File: src/rtl/i2c_target_regs.sv
// I2C target exposing an 8-bit-addressed register port to fabric logic.
// SDA is open-drain: sda_enable=1 pulls the line low, 0 releases it.
module i2c_target_regs #(
    parameter logic [6:0] DEVICE_ADDR = 7'h42
) (
    input  logic       clk,
    input  logic       reset,
    input  logic       scl_in,
    input  logic       sda_in,
    output logic       sda_enable,
    output logic       busy,
    output logic [7:0] reg_addr,
    output logic [7:0] reg_wdata,
    output logic       reg_we,
    output logic       reg_re,
    input  logic [7:0] reg_rdata
);

    typedef enum logic [3:0] {
        S_IDLE, S_ADDR, S_ACK_ADDR, S_REG_ADDR, S_WRITE,
        S_ACK_W, S_READ, S_MACK, S_WAIT
    } state_t;

    state_t      state_q, state_d;
    logic [2:0]  scl_sync_q, sda_sync_q;
    logic [3:0]  cnt_q, cnt_d;
    logic [7:0]  shift_q, shift_d;
    logic [7:0]  tx_q, tx_d;
    logic [7:0]  ptr_q, ptr_d;
    logic [7:0]  wdata_q, wdata_d;
    logic        rw_q, rw_d;
    logic        sda_en_q, sda_en_d;
    logic        we_q, we_d;
    logic        re_q, re_d;
    logic        ld_q, ld_d;

    logic       scl, scl_prev, sda, sda_prev;
    logic       scl_rise, scl_fall, start_det, stop_det;
    logic [7:0] byte_in;

    // [1] is the synchronized level, [2] its one-cycle history for edge detection
    assign scl      = scl_sync_q[1];
    assign scl_prev = scl_sync_q[2];
    assign sda      = sda_sync_q[1];
    assign sda_prev = sda_sync_q[2];

    assign scl_rise  = scl & ~scl_prev;
    assign scl_fall  = ~scl & scl_prev;
    assign start_det = scl & scl_prev & sda_prev & ~sda;
    assign stop_det  = scl & scl_prev & ~sda_prev & sda;
    assign byte_in   = {shift_q[6:0], sda};

    always_comb begin
        state_d  = state_q;
        cnt_d    = cnt_q;
        shift_d  = shift_q;
        tx_d     = tx_q;
        ptr_d    = ptr_q;
        wdata_d  = wdata_q;
        rw_d     = rw_q;
        sda_en_d = sda_en_q;
        we_d     = 1'b0;
        re_d     = 1'b0;
        ld_d     = re_q;

        // pointer advances right after the write strobe so reg_addr is stable with it
        if (we_q) ptr_d = ptr_q + 8'd1;
        if (ld_q) tx_d = reg_rdata;

        if (start_det) begin
            sda_en_d = 1'b0;
            cnt_d    = 4'd0;
            state_d  = S_ADDR;
        end else if (stop_det) begin
            sda_en_d = 1'b0;
            state_d  = S_IDLE;
        end else begin
            case (state_q)
                S_ADDR: begin
                    if (scl_rise && cnt_q < 4'd8) begin
                        shift_d = byte_in;
                        cnt_d   = cnt_q + 4'd1;
                        if (cnt_q == 4'd7) begin
                            if (byte_in[7:1] != DEVICE_ADDR) begin
                                state_d = S_IDLE;
                            end else begin
                                rw_d = byte_in[0];
                                re_d = byte_in[0];
                            end
                        end
                    end else if (scl_fall && cnt_q == 4'd8) begin
                        sda_en_d = 1'b1;
                        state_d  = S_ACK_ADDR;
                    end
                end
                S_ACK_ADDR: begin
                    if (scl_fall) begin
                        if (rw_q) begin
                            sda_en_d = ~tx_q[7];
                            tx_d     = {tx_q[6:0], 1'b1};
                            cnt_d    = 4'd1;
                            state_d  = S_READ;
                        end else begin
                            sda_en_d = 1'b0;
                            cnt_d    = 4'd0;
                            state_d  = S_REG_ADDR;
                        end
                    end
                end
                S_REG_ADDR: begin
                    if (scl_rise && cnt_q < 4'd8) begin
                        shift_d = byte_in;
                        cnt_d   = cnt_q + 4'd1;
                        if (cnt_q == 4'd7) ptr_d = byte_in;
                    end else if (scl_fall && cnt_q == 4'd8) begin
                        sda_en_d = 1'b1;
                        state_d  = S_ACK_W;
                    end
                end
                S_WRITE: begin
                    if (scl_rise && cnt_q < 4'd8) begin
                        shift_d = byte_in;
                        cnt_d   = cnt_q + 4'd1;
                        if (cnt_q == 4'd7) begin
                            we_d    = 1'b1;
                            wdata_d = byte_in;
                        end
                    end else if (scl_fall && cnt_q == 4'd8) begin
                        sda_en_d = 1'b1;
                        state_d  = S_ACK_W;
                    end
                end
                S_ACK_W: begin
                    if (scl_fall) begin
                        sda_en_d = 1'b0;
                        cnt_d    = 4'd0;
                        state_d  = S_WRITE;
                    end
                end
                S_READ: begin
                    if (scl_fall) begin
                        if (cnt_q == 4'd8) begin
                            sda_en_d = 1'b0;
                            ptr_d    = ptr_q + 8'd1;
                            state_d  = S_MACK;
                        end else begin
                            sda_en_d = ~tx_q[7];
                            tx_d     = {tx_q[6:0], 1'b1};
                            cnt_d    = cnt_q + 4'd1;
                        end
                    end
                end
                S_MACK: begin
                    if (scl_rise) begin
                        if (!sda) begin
                            re_d    = 1'b1;
                            cnt_d   = 4'd0;
                            state_d = S_READ;
                        end else begin
                            state_d = S_WAIT;
                        end
                    end
                end
                default: ;
            endcase
        end
    end

    always_ff @(posedge clk) begin
        if (reset) begin
            state_q    <= S_IDLE;
            scl_sync_q <= 3'b111;
            sda_sync_q <= 3'b111;
            cnt_q      <= 4'd0;
            shift_q    <= 8'h00;
            tx_q       <= 8'h00;
            ptr_q      <= 8'h00;
            wdata_q    <= 8'h00;
            rw_q       <= 1'b0;
            sda_en_q   <= 1'b0;
            we_q       <= 1'b0;
            re_q       <= 1'b0;
            ld_q       <= 1'b0;
        end else begin
            state_q    <= state_d;
            scl_sync_q <= {scl_sync_q[1:0], scl_in};
            sda_sync_q <= {sda_sync_q[1:0], sda_in};
            cnt_q      <= cnt_d;
            shift_q    <= shift_d;
            tx_q       <= tx_d;
            ptr_q      <= ptr_d;
            wdata_q    <= wdata_d;
            rw_q       <= rw_d;
            sda_en_q   <= sda_en_d;
            we_q       <= we_d;
            re_q       <= re_d;
            ld_q       <= ld_d;
        end
    end

    assign sda_enable = sda_en_q;
    assign busy       = (state_q != S_IDLE);
    assign reg_addr   = ptr_q;
    assign reg_wdata  = wdata_q;
    assign reg_we     = we_q;
    assign reg_re     = re_q;

endmodule
File: config.mk
export PLATFORM = sky130hd
export DESIGN_NAME = i2c_target_regs
export DESIGN_NICKNAME = d
export VERILOG_FILES = /design/src/rtl/i2c_target_regs.sv
export SDC_FILE = /design/constraint.sdc
export NUM_CORES = 1
export LEC_CHECK = 0
export ABC_AREA = 0
export CAP_MARGIN = 0
export CORE_ASPECT_RATIO = 1.5
export CORE_MARGIN = 8
export CORE_UTILIZATION = 60
export CTS_CLUSTER_DIAMETER = 120
export DETAILED_ROUTE_END_ITERATION = 10
export GPL_ROUTABILITY_DRIVEN = 0
export PLACE_DENSITY = 0.85
export SLEW_MARGIN = 10
export SYNTH_ARGS = -nofsm -noshare
export SYNTH_HDL_FRONTEND = slang
export SYNTH_SLANG_ARGS = --single-unit
File: constraint.sdc
create_clock -name clk -period 2.7 [get_ports clk]
set_input_delay 0.405 -clock clk [delete_from_list [all_inputs] [get_ports clk]]
set_output_delay 0.405 -clock clk [all_outputs]
set_load 0.05 [all_outputs]
After elaboration in Yosys (flattened, before gate mapping)

Cells that the tools add are included.

Register bits after elaboration: 50
Output and inout port bits: 20
Word-level logic and storage cells: 144

Equal/unequal tests: 35
Reduce and logical (&&, ||, !) cells: 19
Mux-type cells: 56
Bitwise gates (word level): 17
Add/sub/neg operators: 2
$lt $le $gt $ge: 1

Operators with widths:

| kind                                                   | count |
|---|---|
| 2-to-1 mux 8 bit                                       | 14 |
| 2-to-1 mux 4 bit                                       | 19 |
| one-hot mux 8 bit (2 select lines)                     | 2 |
| inequality test 4 bit (second input constant)          | 6 |
| one-hot mux 4 bit (6 select lines)                     | 1 |
| AND reduction 11 bit                                   | 2 |
| equality test 4 x 3 -> 1 bit (second input constant)   | 5 |
| one-hot mux 4 bit (5 select lines)                     | 1 |
| inequality test 2 bit (second input constant)          | 9 |
| 2-to-1 mux 1 bit                                       | 16 |
| inequality test 5 bit (second input constant)          | 3 |
| AND reduction 6 bit                                    | 2 |
| inverter 1 bit                                         | 10 |
| inequality test 3 bit (second input constant)          | 3 |
| AND reduction 9 bit                                    | 1 |
| adder 8 x 1 -> 8 bit (second input constant)           | 1 |
| equality test 4 x 2 -> 1 bit (second input constant)   | 2 |
| nonzero test 4 bit                                     | 2 |
| nonzero test 8 bit                                     | 1 |
| bitwise AND 1 bit                                      | 7 |
| inequality test 7 bit (second input constant)          | 1 |
| inequality test 2 x 1 -> 1 bit (second input constant) | 3 |
| nonzero test 6 bit                                     | 1 |
| OR reduction 3 bit                                     | 2 |
| other kinds (14)                                       | 16 |

Longest topological paths before layout

Gate-level depths: netlist (run 1).

Depth in word-level cells: 8
Mapped depth: 8

Least setup slack after synthesis (run 1)

OpenSTA, ideal clock, no wires.

Path type: register to register
Start: reg scl_sync_q[2]
End: reg state_q[1]
Clock period less this slack: 1.755 ns
Setup slack: 0.945 ns
Buffers on the path: 1
Arrival: 1.668 ns
Stages on the path, launching flop included: 7
Cells stage by stage: dfxtp_1 > buf_2 > or3b_4 > nor4_2 > a211oi_1 > or4_1 > o31ai_1

Word-level cells in the longest chain between the ends: 5
Elaborated cells between the ends (all ways): 23
Those cells by class: eq/ne (9); mux (2); bitwise (8); reduce/logical (4)

Ends and longest elaborated chain:

| what                                                                                        | line         | RTL |
|---|---|---|
| start: declaration                                                                          | 25           | `logic [2:0] scl_sync_q, sda_sync_q;` |
| start signal: assignment                                                                    | 186          | `scl_sync_q <= {scl_sync_q[1:0], scl_in};` |
| inverter 1 bit                                                                              | 47           | `assign scl_rise = scl & ~scl_prev;` |
| bitwise AND 1 bit                                                                           | 47           |  |
| logical AND 1 bit                                                                           | 80, 111, 121 |  |
| inequality test 3 bit (no source line) (tied with other cells)                              | n/a          |  |
| AND reduction 11 bit (no source line) or one-hot mux 4 bit (6 select lines) (tied branches) | n/a          |  |
| end signal: assignment                                                                      | 185          | `state_q <= state_d;` |
| end: declaration                                                                            | 24           | `state_t state_q, state_d;` |

Several ways; a longest one is shown, not always the timed one.
A chain may end at the register's enable or synchronous reset.

Worst setup path after layout (run 1)

Start: reg state_q[2]
End: out busy

Word-level cells in the longest chain between the ends: 1

Ends and longest elaborated chain:

| what               | line | RTL |
|---|---|---|
| nonzero test 4 bit | 202  | `assign busy = (state_q != S_IDLE);` |
| end: declaration   | 11   | `output logic busy,` |

No other way between the ends.

==> metrics.log, run 1 <==
INFO  metric cts_max_path_buffers = 2
INFO  metric detail_route_met2_wl = 3.391 mm
INFO  metric arrival = 2080 ps
INFO  metric critical-path-slowest-cell = sky130_fd_sc_hd__clkdlybuf4s50_1
INFO  metric antenna_found_initial = 0
INFO  metric fill_cells = 309
INFO  metric crit_path_end_kind = output port
INFO  metric cts_setup_buffers = 0
INFO  metric min_period_over_period = 92.21%
INFO  metric path_clk_slew = 100 ps
INFO  metric finalNetCount = 343
INFO  metric core.rowCount = 29
INFO  metric critical_path_class = flop to output port
INFO  metric clk_latency = 310 ps
INFO  metric hold_path_class = flop to flop
INFO  metric buffer_ports.inserted = 31
INFO  metric layout-drive-gt1-share = 7.295%
INFO  metric worstPathCellList = nor2_1 -> nand2_1 -> clkdlybuf4s50_1
INFO  metric grt_setup_unrepaired = false
INFO  metric yosysWarningCount = 0
INFO  metric die_x = 70.33 um
INFO  metric wirelength_met1 = 2.604 mm
INFO  metric coreArea = 4245 um2
INFO  metric number_of_resized_instances_in_the_post_cts_repair_step = 0
INFO  metric max_slew.worst_pin.slew = 1072 ps
INFO  metric timing.final.hold_violations = 0
INFO  metric syn_area = 2656 um2
INFO  metric setup_violations = 0
INFO  metric die_y = 97.49 um
INFO  metric number_of_routed_nets_with_antenna_violations = 0
INFO  metric tns = 0 ps
INFO  metric tritoncts = done
INFO  metric top_layer_used = met4
INFO  metric dp_hpwl = 4.735 mm
INFO  metric start_util = 62.57%
INFO  metric critical_path.startpoint_type = flop
INFO  metric skew = 10.07 ps
INFO  metric netlist-cell-type-count = 55
INFO  metric synth_seq_cells = 50
INFO  metric htree_num_levels = 2
INFO  metric design.die.area = 6856 um2
INFO  metric cap_violations = 0
INFO  metric synth-edff-count = 0
INFO  metric drt-vias-per-instance = 6.320
INFO  metric cts_made_buffers = 5
INFO  metric report.final.slew_viol_count = 0
INFO  metric met3_wirelength = 232 um
INFO  metric detail_route.wirelength = 6.475 mm
INFO  metric most-common-layout-cells = sky130_fd_sc_hd__dfxtp_1, sky130_fd_sc_hd__nor2_1, sky130_fd_sc_hd__clkdlybuf4s50_1
INFO  metric power.density_cell_area = 488.4 nW/um2
INFO  metric status = finished, final reports clean
INFO  metric critPathMaxStageDelay = 810 ps
INFO  metric seq_area_frac_synth = 37.68%
INFO  metric preCtsSetupSlack = 526.9 ps
INFO  metric postSynthAreaPerCell = 8.681 um2
INFO  metric headroom_to_the_max_slew_limit = 28.44%
INFO  metric drc_errors = 0
INFO  metric drt_iter0_markers = 164
INFO  metric area.growth.synth_to_final = 16.82%
INFO  metric fin_total_pwr = 1.515 mW
INFO  metric syn_inst = 306
INFO  metric worstPathMaxFanout = 21
INFO  metric data_required_time_at_the_worst_endpoint = 2300 ps
INFO  metric vias_in_the_first_global_route = 2359
INFO  metric first_pass_grt_wire_length = 10.68 mm
INFO  metric globalRouteOverflowTotal = 0
INFO  metric grt_max_degree = 36
INFO  metric mostFrequentLayoutCell = sky130_fd_sc_hd__dfxtp_1
INFO  metric clock_sinks = 50
INFO  metric shortest_period_the_worst_path_allows = 2490 ps
INFO  metric grt_use_total = 18.40%
INFO  metric io_pins = 32
INFO  metric synth_async_sr_flop_share = 0%
INFO  metric postSynth.topFlopCell = sky130_fd_sc_hd__dfxtp_1
INFO  metric synthesis.nets = 321
INFO  metric n_antenna_cell = 0
INFO  metric max_clock_freq = 401.7 MHz
INFO  metric length_of_the_first_detailed_routing_pass_in_iterations = 5
INFO  metric cts.hold.buffers_added = 0
INFO  metric vdd.ir_drop.worst = 427.0 uV
INFO  metric cts.root.buffer_cell = sky130_fd_sc_hd__clkbuf_8
INFO  metric vias = 2370
INFO  metric layout_setup_ws = 210.3 ps
INFO  metric cellLeakagePower = 1.138 nW
INFO  metric post_drt_wl_per_cell = 17.27 um
## synthesized netlist by cell type, types with 6 or more instances
cell type / n / share of area (%)
sky130_fd_sc_hd__dfxtp_1: 50 / 38
sky130_fd_sc_hd__nor2_1: 37 / 5.2
sky130_fd_sc_hd__mux2i_1: 24 / 9.0
sky130_fd_sc_hd__nand2_1: 17 / 2.4
sky130_fd_sc_hd__o21ai_0: 12 / 2.3
sky130_fd_sc_hd__nand3_1: 11 / 2.1
sky130_fd_sc_hd__xor2_1: 10 / 3.3
sky130_fd_sc_hd__a211oi_1: 9 / 2.5
sky130_fd_sc_hd__clkbuf_1: 9 / 1.3
sky130_fd_sc_hd__a21oi_1: 8 / 1.5
sky130_fd_sc_hd__inv_1: 8 / 1.1
sky130_fd_sc_hd__a22oi_1: 7 / 2.0
sky130_fd_sc_hd__buf_2: 6 / 1.1
sky130_fd_sc_hd__nand4_1: 6 / 1.4
sky130_fd_sc_hd__or2_2: 6 / 1.4
## metrics by stage
stage,hold WS (ps),std cells,area [um2],util [%]
2_1_floorplan,389.5,306,2656,-
3_3_place_gp,395.6,367,2960,69.73
3_5_place_dp,395.8,367,2960,69.73
4_1_cts,418.2,375,3103,73.09
5_1_grt,432.6,375,3103,73.09
6_report,418.5,375,3103,73.09
## critical path, delay by kind of cell, from the launching register on
kind	cells	cell delay, ps
AND/OR/NAND/NOR	2	230
flip-flops	1	750
buffers and inverters	1	810
## sequential cells by signal, summed over array words and instances, names as in the netlist, 3 cells and up
signal / flops
sda_sync_q: 3
state_q: 4
tx_q: 8
cnt_q: 4
scl_sync_q: 3
reg_wdata: 8
shift_q: 7
reg_addr: 8
## per-layer routing
layer | global-route usage, % | vias up
met5 | 0 | -
met4 | 11.34 | 0
met3 | 2.863 | 26
met2 | 33.22 | 75
met1 | 18.94 | 1108
li1 | - | 1161
## kinds of logic (layout without fill, tap and decap cells)
logic type                 after synthesis  count (layout)  share of synthesized area, %
and+or+nand+nor                        118             118                         24.21
AOI/OAI and AO/OA                       66              66                         17.33
DFF                                     50              50                         37.68
buffers and inverters                   28              51                         4.522
muxes                                   26              26                         9.892
xor gates and xnor gates                15              15                         4.946
adders and majority gates                3               3                         1.413
## area by class of cell
cell class	count	area [um2]	area share, %
Multi-Input combinational cell	228	1535	49.48
Sequential cell	50	1001	32.26
Timing Repair Buffer	34	332.8	10.73
Clock buffer	6	82.58	2.661
Clock inverter	2	60.06	1.935
Tap cell	46	57.56	1.855
Inverter	9	33.78	1.089
## worst paths after layout
path	endpoint	from	cells after the start	slack [ps]
worst min register to register	scl_sync_q[1]	scl_sync_q[0]	1	420
worst max register to register	cnt_q[3]	state_q[0]	5	430
worst max-delay path	busy	state_q[2]	3	210
worst min-delay path	scl_sync_q[1]	scl_sync_q[0]	1	420
## where the power goes
part	internal (mW)	switching, mW
registers	0.743	0.0134
logic	0.0454	0.0611
clock network	0.395	0.257
Note: power is estimated with default switching activity, not from simulation.
==> run 2: changes to the inputs <==
- REMOVE_ABC_BUFFERS: not set -> 1
==> metrics.log, run 2 (synthesis results as in run 1) <==
INFO  metric status = finished, final reports clean (unchanged)
INFO  metric cap_violations = 0 (unchanged)
INFO  metric io_pins = 32 (unchanged)
INFO  metric critical_path.startpoint_type = flop (unchanged)
INFO  metric min_period_over_period = 92.65% (was 92.21%)
INFO  metric most-common-layout-cells = sky130_fd_sc_hd__dfxtp_1, sky130_fd_sc_hd__nor2_1, sky130_fd_sc_hd__clkdlybuf4s50_1 (unchanged)
INFO  metric cellLeakagePower = 1.120 nW (was 1.138 nW)
INFO  metric power.density_cell_area = 431.3 nW/um2 (was 488.4 nW/um2)
INFO  metric skew = 4.599 ps (was 10.07 ps)
INFO  metric worst-r2r-cell-count = 5 (unchanged)
INFO  metric htree_num_levels = 2 (unchanged)
INFO  metric start_util = 62.57% (unchanged)
INFO  metric design.die.area = 6856 um2 (unchanged)
INFO  metric post_drt_wl_per_cell = 17.32 um (was 17.27 um)
INFO  metric first_pass_grt_wire_length = 10.79 mm (was 10.68 mm)
INFO  metric worstPathMaxFanout = 19 (was 21)
INFO  metric die_x = 70.33 um (unchanged)
INFO  metric clk_latency = 310 ps (about the same)
INFO  metric path_length_in_cells_of_the_critical_path = 3 (unchanged)
INFO  metric vias = 2372 (was 2370)
INFO  metric data_required_time_at_the_worst_endpoint = 2300 ps (about the same)
INFO  metric report.final.slew_viol_count = 0 (unchanged)
INFO  metric cts_made_buffers = 5 (unchanged)
INFO  metric worst_path_dominant_cell_family = buffers and inverters (unchanged)
INFO  metric n_antenna_cell = 0 (unchanged)
INFO  metric tritoncts = done (unchanged)
INFO  metric critical-path-slowest-cell = sky130_fd_sc_hd__clkdlybuf4s50_1 (unchanged)
INFO  metric length_of_the_first_detailed_routing_pass_in_iterations = 5 (unchanged)
INFO  metric fin_total_pwr = 1.321 mW (was 1.515 mW)
INFO  metric cts.root.buffer_cell = sky130_fd_sc_hd__clkbuf_8 (unchanged)
INFO  metric vdd.ir_drop.worst = 372.3 uV (was 427.0 uV)
INFO  metric layout-drive-gt1-share = 7.576% (was 7.295%)
INFO  metric vias_in_the_first_global_route = 2362 (was 2359)
INFO  metric globalRouteOverflowTotal = 0 (unchanged)
INFO  metric cts_setup_buffers = 0 (unchanged)
INFO  metric buffer_ports.inserted = 31 (unchanged)
INFO  metric crit_path_end_kind = output port (unchanged)
INFO  metric drc_errors = 0 (unchanged)
INFO  metric dp_hpwl = 4.851 mm (was 4.735 mm)
INFO  metric finalNetCount = 344 (was 343)
INFO  metric grt_max_degree = 34 (was 36)
INFO  metric mostFrequentLayoutCell = sky130_fd_sc_hd__dfxtp_1 (unchanged)
INFO  metric headroom_to_the_max_slew_limit = 30.29% (was 28.44%)
INFO  metric max_slew.worst_pin.slew = 1045 ps (was 1072 ps)
INFO  metric grt_setup_unrepaired = false (unchanged)
INFO  metric drt-vias-per-instance = 6.309 (was 6.320)
INFO  metric dpl.cell_count = 368 (was 367)
INFO  metric coreArea = 4245 um2 (unchanged)
INFO  metric max_clock_freq = 399.7 MHz (was 401.7 MHz)
INFO  metric die_y = 97.49 um (unchanged)
INFO  metric cts_max_path_buffers = 2 (unchanged)
INFO  metric tns = 0 ps (unchanged)
INFO  metric critical_path_class = flop to output port (unchanged)
INFO  metric area.growth.synth_to_final = 15.31% (was 16.82%)
INFO  metric arrival = 2100 ps (was 2080 ps)
INFO  metric cts.hold.buffers_added = 0 (unchanged)
INFO  metric core.rowCount = 29 (unchanged)
INFO  metric min_path_cells = 1 (unchanged)
INFO  metric timing.final.hold_violations = 0 (unchanged)
INFO  metric path_clk_slew = 90 ps (was 100 ps)
INFO  metric antenna_found_initial = 0 (unchanged)
INFO  metric number_of_routed_nets_with_antenna_violations = 0 (unchanged)
INFO  metric hold_path_class = flop to flop (unchanged)
INFO  metric layoutNonFillerInstCount = 376 (was 375)
INFO  metric drt_iter0_markers = 228 (was 164)
INFO  metric shortest_period_the_worst_path_allows = 2502 ps (was 2490 ps)
INFO  metric setup_violations = 0 (unchanged)
INFO  metric worstPathCellList = nor2_1 -> nand2_1 -> clkdlybuf4s50_1 (unchanged)
INFO  metric critPathMaxStageDelay = 800 ps (was 810 ps)
INFO  metric detail_route.wirelength = 6.511 mm (was 6.475 mm)
INFO  metric fill_cells = 346 (was 309)
INFO  metric grt_use_total = 18.88% (was 18.40%)
INFO  metric number_of_resized_instances_in_the_post_cts_repair_step = 0 (unchanged)
INFO  metric number_of_buffers_and_inverters_on_the_critical_path = 1 (unchanged)
INFO  metric clock_sinks = 50 (unchanged)
-- run 2: cell types whose count changed in the layout (fill, tap and decap cells not counted) --
cell | previous run | this run
sky130_fd_sc_hd__clkinv_2 | 0 | 1
sky130_fd_sc_hd__clkinvlp_4 | 0 | 1
sky130_fd_sc_hd__bufinv_16 | 2 | 0
sky130_fd_sc_hd__buf_4 | 3 | 4
-- run 2: final timing paths --
| check | start | end | slack [ps] |
|---|---|---|---|
| worst max register to register | state_q[2] | reg_addr[6] | 440 |
| worst min-delay path | scl_sync_q[0] | scl_sync_q[1] | 420 |
| worst max-delay path | state_q[0] | busy | 200 |
| worst min register to register | scl_sync_q[0] | scl_sync_q[1] | 420 |
-- run 2: metrics by stage --
step | instance area (um2) | setup WS, ps | utilization [%] | hold slack [ps]
5_1_grt | 3063 | 81.16 | 72.15 | 451.8
3_3_place_gp | 2968 | 559.4 | 69.91 | 390.5
6_report | 3063 | 198.4 | 72.15 | 418.2
3_5_place_dp | 2968 | 499.1 | 69.91 | 402.4
4_1_cts | 3063 | 233.7 | 72.15 | 422.5
2_1_floorplan | 2570 | 750.0 | - | 389.5
-- run 2: report_power, final --
group / switching, mW / internal [mW] / total, mW
Combinational: 0.0618 / 0.0471 / 0.109
Clock: 0.248 / 0.206 / 0.454
Sequential: 0.0143 / 0.743 / 0.758
Total: 0.324 / 0.997 / 1.32
-- run 2: worst register-to-register path: cells and delay by family (launching register included) --
family           cells  cell delay (ps)
AO/OA/AOI/OAI        3              830
XOR/XNOR             1              330
flip-flops           1              740
AND/OR/NAND/NOR      1              240
-- run 2: per-layer routing --
layer	vias up	wire length (um)	global-route usage [%]
met2	77	3463	32.52
met1	1111	2508	19.92
met5	-	0	0
met4	0	201	12.11
li1	1163	-	-
met3	21	337	4.090
-- run 2: cell type report --
class / count / area [um2] / share of cell area [%]
Timing Repair Buffer: 35 / 340.3 / 11.11
Clock inverter: 2 / 12.51 / 0.4085
Sequential cell: 50 / 1001 / 32.68
Inverter: 9 / 33.78 / 1.103
Multi-Input combinational cell: 228 / 1535 / 50.12
Clock buffer: 6 / 82.58 / 2.696
Tap cell: 46 / 57.56 / 1.879
==> run 3: changes to the inputs <==
- HOLD_SLACK_MARGIN: not set -> 0.03
==> results of run 3 <==
Final layout, timing and power as in run 2 (identical DEF).
